[config.mk]
export PLATFORM = sky130hd
export DESIGN_NAME = ncl_mult_seq
export DESIGN_NICKNAME = d
export VERILOG_FILES = /design/src/rtl/ncl_seq_pkg.sv /design/src/rtl/ncl_dr_sync.sv /design/src/rtl/ncl_mult_seq.sv
export SDC_FILE = /design/constraint.sdc
export NUM_CORES = 1
export LEC_CHECK = 0
export CAP_MARGIN = 5
export CORE_UTILIZATION = 46
export DETAILED_ROUTE_END_ITERATION = 8
export PLACE_DENSITY = 0.66
export SLEW_MARGIN = 20
export SYNTH_ARGS = -nofsm -noshare
export SYNTH_HDL_FRONTEND = slang
export SYNTH_SLANG_ARGS = --single-unit
[constraint.sdc]
create_clock -name clk -period 4.6 [get_ports clk]
set_input_delay 0.46 -clock clk [delete_from_list [all_inputs] [get_ports clk]]
set_output_delay 0.46 -clock clk [all_outputs]
set_load 0.01 [all_outputs]
[src/rtl/ncl_seq_pkg.sv]
// Shared types and dual-rail helpers for the clocked NCL multiplier.
// Rail vectors are handled at a fixed maximum width; callers pass the live width.
package ncl_seq_pkg;

    localparam int MAX_W = 32;

    typedef logic [MAX_W-1:0] rail_t;

    typedef enum logic [2:0] {
        WAIT_DATA,
        MULT,
        DRIVE,
        HOLD,
        RETURN
    } state_t;

    function automatic logic dr_all_data(
        input rail_t r1,
        input rail_t r0,
        input int    n
    );
        logic ok;
        ok = 1'b1;
        for (int i = 0; i < MAX_W; i++) begin
            if (i < n && (r1[i] == r0[i])) begin
                ok = 1'b0;
            end
        end
        return ok;
    endfunction

    function automatic logic dr_all_null(
        input rail_t r1,
        input rail_t r0
    );
        return ((r1 | r0) == '0);
    endfunction

    function automatic logic dr_illegal(
        input rail_t r1,
        input rail_t r0
    );
        return |(r1 & r0);
    endfunction

    // Returns {rail1, rail0}; bits at or above n stay NULL.
    function automatic logic [2*MAX_W-1:0] dr_encode(
        input rail_t value,
        input int    n
    );
        rail_t mask;
        mask = '0;
        for (int i = 0; i < MAX_W; i++) begin
            if (i < n) begin
                mask[i] = 1'b1;
            end
        end
        return {value & mask, ~value & mask};
    endfunction

endpackage

[src/rtl/ncl_dr_sync.sv]
// Multi-flop synchroniser over a dual-rail bundle plus a two-sample
// stability filter and completion detection on the synchronised rails.
module ncl_dr_sync #(
    parameter int N      = 6,
    parameter int STAGES = 2
) (
    input  logic         clk,
    input  logic         rst_n,
    input  logic [N-1:0] rail1,
    input  logic [N-1:0] rail0,
    output logic [N-1:0] sync_rail1,
    output logic [N-1:0] sync_rail0,
    output logic         stable_data,
    output logic         stable_null,
    output logic         illegal
);
    import ncl_seq_pkg::*;

    logic [2*N-1:0] pipe [STAGES];
    logic [2*N-1:0] cur;
    logic [2*N-1:0] prev;
    logic           same;

    // Synchroniser chain; prev keeps the previous synchronised sample.
    always_ff @(posedge clk or negedge rst_n) begin
        if (!rst_n) begin
            for (int k = 0; k < STAGES; k++) begin
                pipe[k] <= '0;
            end
            prev <= '0;
        end else begin
            pipe[0] <= {rail1, rail0};
            for (int k = 1; k < STAGES; k++) begin
                pipe[k] <= pipe[k-1];
            end
            prev <= pipe[STAGES-1];
        end
    end

    assign cur        = pipe[STAGES-1];
    assign sync_rail1 = cur[2*N-1:N];
    assign sync_rail0 = cur[N-1:0];
    assign same       = (cur == prev);

    assign stable_data = same &&
        dr_all_data(rail_t'(sync_rail1), rail_t'(sync_rail0), N);
    assign stable_null = same &&
        dr_all_null(rail_t'(sync_rail1), rail_t'(sync_rail0));
    assign illegal =
        dr_illegal(rail_t'(sync_rail1), rail_t'(sync_rail0));

endmodule

[src/rtl/ncl_mult_seq.sv]
// Clocked dual-rail shift-add multiplier bridging an NCL four-phase
// handshake into the clock domain, unsigned or two's-complement.
module ncl_mult_seq #(
    parameter int WIDTH       = 3,
    parameter int SIGNED      = 0,
    parameter int SYNC_STAGES = 2
) (
    input  logic                 clk,
    input  logic                 rst_n,
    input  logic [WIDTH-1:0]     a_rail1,
    input  logic [WIDTH-1:0]     a_rail0,
    input  logic [WIDTH-1:0]     b_rail1,
    input  logic [WIDTH-1:0]     b_rail0,
    input  logic                 ki,
    output logic                 ko,
    output logic [2*WIDTH-1:0]   p_rail1,
    output logic [2*WIDTH-1:0]   p_rail0,
    output logic                 busy,
    output logic                 err
);
    import ncl_seq_pkg::*;

    localparam int PW = 2 * WIDTH;

    logic [PW-1:0]    s_rail1;
    logic [PW-1:0]    s_rail0;
    logic             stable_data;
    logic             stable_null;
    logic             illegal;

    logic [SYNC_STAGES-1:0] ki_pipe;
    logic             ki_s;

    state_t           state;
    state_t           state_nxt;
    logic [4:0]       cnt;
    logic             mult_last;

    logic [WIDTH-1:0] a_val;
    logic [WIDTH-1:0] b_val;
    logic             sgn_a;
    logic             sgn_b;
    logic [WIDTH-1:0] mag_a;
    logic [WIDTH-1:0] mag_b;

    logic [PW-1:0]    mcand;
    logic [WIDTH-1:0] mplier;
    logic [PW-1:0]    acc;
    logic             neg;
    logic [PW-1:0]    prod_out;
    logic [PW-1:0]    p1_d;
    logic [PW-1:0]    p0_d;

    logic [PW-1:0]    p1_q;
    logic [PW-1:0]    p0_q;
    logic             ko_q;
    logic             busy_q;
    logic             err_q;

    ncl_dr_sync #(
        .N      (PW),
        .STAGES (SYNC_STAGES)
    ) u_sync (
        .clk         (clk),
        .rst_n       (rst_n),
        .rail1       ({a_rail1, b_rail1}),
        .rail0       ({a_rail0, b_rail0}),
        .sync_rail1  (s_rail1),
        .sync_rail0  (s_rail0),
        .stable_data (stable_data),
        .stable_null (stable_null),
        .illegal     (illegal)
    );

    // Downstream request synchroniser.
    always_ff @(posedge clk or negedge rst_n) begin
        if (!rst_n) begin
            ki_pipe <= '0;
        end else begin
            ki_pipe <= {ki_pipe[SYNC_STAGES-2:0], ki};
        end
    end

    assign ki_s = ki_pipe[SYNC_STAGES-1];

    // Operand values and sign-magnitude split of the synchronised data.
    assign a_val = s_rail1[PW-1:WIDTH] & ~s_rail0[PW-1:WIDTH];
    assign b_val = s_rail1[WIDTH-1:0] & ~s_rail0[WIDTH-1:0];
    assign sgn_a = (SIGNED != 0) && a_val[WIDTH-1];
    assign sgn_b = (SIGNED != 0) && b_val[WIDTH-1];
    assign mag_a = sgn_a ? ((~a_val) + WIDTH'(1)) : a_val;
    assign mag_b = sgn_b ? ((~b_val) + WIDTH'(1)) : b_val;

    assign mult_last = (cnt == 5'(WIDTH - 1));

    // Negating zero yields zero, so a zero product is always +0.
    assign prod_out = neg ? ((~acc) + PW'(1)) : acc;
    assign p1_d = PW'(dr_encode(rail_t'(prod_out), PW) >> MAX_W);
    assign p0_d = PW'(dr_encode(rail_t'(prod_out), PW));

    // State register.
    always_ff @(posedge clk or negedge rst_n) begin
        if (!rst_n) begin
            state <= WAIT_DATA;
        end else begin
            state <= state_nxt;
        end
    end

    // Next-state logic.
    always_comb begin
        state_nxt = state;
        unique case (state)
            WAIT_DATA: if (stable_data) state_nxt = MULT;
            MULT:      if (mult_last) state_nxt = DRIVE;
            DRIVE:     if (cnt == 5'd0 && ki_s) state_nxt = HOLD;
            HOLD:      if (!ki_s) state_nxt = RETURN;
            RETURN:    if (stable_null) state_nxt = WAIT_DATA;
            default:   state_nxt = WAIT_DATA;
        endcase
    end

    // Datapath and registered outputs; DRIVE first waits SYNC_STAGES
    // cycles so the ki it acts on was sampled after ko fell.
    always_ff @(posedge clk or negedge rst_n) begin
        if (!rst_n) begin
            cnt    <= '0;
            mcand  <= '0;
            mplier <= '0;
            acc    <= '0;
            neg    <= 1'b0;
            p1_q   <= '0;
            p0_q   <= '0;
            ko_q   <= 1'b1;
            busy_q <= 1'b0;
            err_q  <= 1'b0;
        end else begin
            if (illegal) begin
                err_q <= 1'b1;
            end
            unique case (state)
                WAIT_DATA: begin
                    if (stable_data) begin
                        mcand  <= {{WIDTH{1'b0}}, mag_a};
                        mplier <= mag_b;
                        acc    <= '0;
                        neg    <= sgn_a ^ sgn_b;
                        cnt    <= '0;
                        ko_q   <= 1'b0;
                        busy_q <= 1'b1;
                    end
                end
                MULT: begin
                    if (mplier[0]) begin
                        acc <= acc + mcand;
                    end
                    mcand  <= mcand << 1;
                    mplier <= mplier >> 1;
                    cnt    <= mult_last ? 5'(SYNC_STAGES) : cnt + 5'd1;
                end
                DRIVE: begin
                    if (cnt != 5'd0) begin
                        cnt <= cnt - 5'd1;
                    end else if (ki_s) begin
                        p1_q <= p1_d;
                        p0_q <= p0_d;
                    end
                end
                HOLD: begin
                    if (!ki_s) begin
                        p1_q <= '0;
                        p0_q <= '0;
                    end
                end
                RETURN: begin
                    if (stable_null) begin
                        ko_q   <= 1'b1;
                        busy_q <= 1'b0;
                    end
                end
                default: ;
            endcase
        end
    end

    // Output drive from the registered state.
    always_comb begin
        ko      = ko_q;
        busy    = busy_q;
        err     = err_q;
        p_rail1 = p1_q;
        p_rail0 = p0_q;
    end

endmodule

==> run metrics <==
slowest CP cell nand3_1; number of synthesized flops with an enable pin 0; worst path required time 4.80 ns; routed length per instance 13.3 um; CTS sink count 76; Hold Fails Final Rpt 0; static leakage 1.83 nW; worst reg-to-reg setup slack 2.35 ns; Area Overhead vs Synth 15.6%; share of layout cells above drive strength 1 10.5%; initial antenna violation count 0; register area share after synthesis 54.1%; Net Count, Synth 344; met1 WL 2.76 mm; worst reg2reg startpoint state[1]; antenna fix cells 0; Setup Buffers After CTS 0; setup TNS 0 ns; Sequential Power Share 54.1%; sw power 280 uW; routed wl met2 2.69 mm; Setup CP Type flip-flop to flip-flop; Global Route Usage Sum 17.1%; critical path's top delay family simple AND/OR/NAND/NOR gates; worst skew pair latency 0.34 ns; Clk pwr share 41.5%; clock skew 0.0119 ns; Die Y 89.5 um; ys flop type dfrtp_1; I/O Pins 30; commonest non-fill, non-tap cell in the layout dfrtp_1; Worst Hold Class input port to asynchronous set/reset pin; clock root buffer master clkbuf_8; Seq. cell area 1900 um2; total gr overflow 0; Core Region 7330 um2; number of global-route vias before repair 2145; Filler cells 629; synth warn 0; Post-route DRC 0; Internal 1.01 mW; Post-Route WL 5.78 mm; H-tree depth 3; 1st-pass router iterations 4; CP Capture Type flip-flop; HPWL after DPL 4.12 mm; DIE AREA 8010 um2; Reg2Reg Depth 4; # port buffers 29; Clock Path Buffers 2; Final min period 2.25 ns; Most Frequent Cell on Critical Path nand3_1; worst-path maximum fanout 24; Final period util 48.8%; routed vias 2192; setup violators final 0; Nets 373; RD Place Congestion 0.754; first-pass GRT wire length 9.94 mm; multi-input logic area 1450 um2; Min Hold Slack 0.231 ns; Yosys reg bits 76; RR Endpoint p_rail1[5]; combinational share of power 4.4%; unrepaired setup endpoints after global routing no; chip width 89.5 um; routed wl met3 177 um; Syn Area/Cell 11.7 um2; Cells after Synth 301; type of origin of the critical path flip-flop; row cnt 31; DR iter-0 viols 94; Post-synth ARST share 100%; Max rail drop VDD 0.205 mV; Worst EP arrival 2.44 ns; status completed; largest net degree at the start of global routing 77; Mapped Area 3520 um2; Initial Utilization 48.0%; Reg clk slew, reported paths 0.08 ns; critical path cell sequence nor3b_2 > nand3_1 > nand3_1 > o21ai_0; final antenna-violating net count 0; # hold bufs at CTS 0; Largest stage delay, worst path 0.62 ns; CTS resizes 0; Max Clk Rate 445 MHz; Num CTS Buffers 9; Rel. slew slack 38.3%; synth unique cells 55; Via-to-Cell Ratio 5.06; actual slew at the worst max-slew pin 0.926 ns; max_cap viols 0; most frequent cells in the layout dfrtp_1 (75), clkdlybuf4s50_1 (28), ha_1 (27); Pins Over Slew Limit 0; CP bufs+invs 0; Sw Share 21.7%; uppermost layer routed met4; TritonCTS clock tree done; pwr/cell area 317 nW/um2
-- registers in the layout (all words and copies together) (netlist names) --
name	count
u_sync.pipe	12
mplier	3
u_sync.prev	12
acc	6
p_rail1	6
p_rail0	6
u_sync.cur	12
err	1
ko	1
state	3
busy	1
cnt	5
ki_pipe	2
mcand	6
-- power by group through the flow --
stage	Clock, mW	Combinational [mW]	Sequential, mW
6_report	0.534	0.0574	0.698
5_1_grt	0.571	0.0666	0.700
4_1_cts	0.546	0.0598	0.698
3_5_place_dp	0	0.0598	0.711
3_3_place_gp	0	0.0592	0.710
2_1_floorplan	0	0.0289	0.708
-- worst max path at each step --
stage                  start    endpoint  depth (start not counted)
floorplan           mcand[3]      acc[5]                          6
finish              state[1]  p_rail1[5]                          4
global placement    state[1]  p_rail1[3]                          4
detailed placement  state[1]  p_rail1[5]                          4
CTS                 state[1]  p_rail1[5]                          4
global route        state[1]  p_rail1[0]                          4
-- layer usage --
| layer | global-route usage (%) | vias to the layer above |
|---|---|---|
| li1 | - | 1099 |
| met1 | 22.4 | 1032 |
| met3 | 3.60 | 14 |
| met4 | 9.67 | 0 |
| met2 | 26.4 | 47 |
| met5 | 0 | - |
-- synth_stat cells (all sizes together), types with 2 or more instances --
library cell | count | share of area (%)
a211oi | 3 | 0.64
a21o | 3 | 0.64
a21oi | 4 | 0.68
a22oi | 2 | 0.43
a31oi | 2 | 0.36
and2 | 2 | 0.39
buf | 5 | 1.1
clkbuf | 7 | 1.0
dfrtp | 75 | 53
ha | 27 | 9.6
inv | 26 | 2.8
mux2 | 3 | 0.96
mux2i | 5 | 1.4
nand2 | 24 | 2.6
nand2b | 7 | 1.2
nand3 | 17 | 2.4
nand4 | 4 | 0.89
nor2 | 5 | 0.53
nor3 | 6 | 1.2
nor3b | 5 | 1.2
nor4 | 4 | 2.0
nor4b | 2 | 0.50
o21ai | 21 | 3.0
o221a | 4 | 1.3
o22ai | 4 | 0.71
or3b | 2 | 0.50
xor2 | 15 | 3.7
-- layout make-up --
class                   instances  area share, %
repair buffers                 30           7.25
clock buffers                  10           3.13
multi-input cells             187           35.5
well taps                      99           3.04
inverters                      26           2.40
flip-flops and latches         76           46.7
clock inverters                 5           1.91
-- cells by family (layout without fill, tap and decap cells) --
kind of cell / Yosys count / count (layout) / share of synthesized area [%]
AND/OR/NAND/NOR: 83 / 83 / 14.6
flip-flops: 76 / 76 / 54.1
AO/OA/AOI/OAI: 53 / 53 / 10.2
buffers and inverters: 38 / 71 / 4.87
adder cells (fa/ha/maj): 28 / 28 / 10.2
XOR/XNOR: 15 / 15 / 3.73
multiplexers: 8 / 8 / 2.38
-- metrics by stage --
stage	setup WS [ns]	cell area (um2)	util (%)	power [mW]	std cells
after global routing	2.10	4070	55.5	1.34	433
after global placement	2.34	3870	52.7	0.770	418
after floorplan	2.68	3520	-	0.737	301
after detailed placement	2.32	3870	52.7	0.771	418
after CTS	2.31	4070	55.5	1.30	433
final	2.35	4070	55.5	1.29	433
Note: power is estimated with default switching activity, not from simulation.
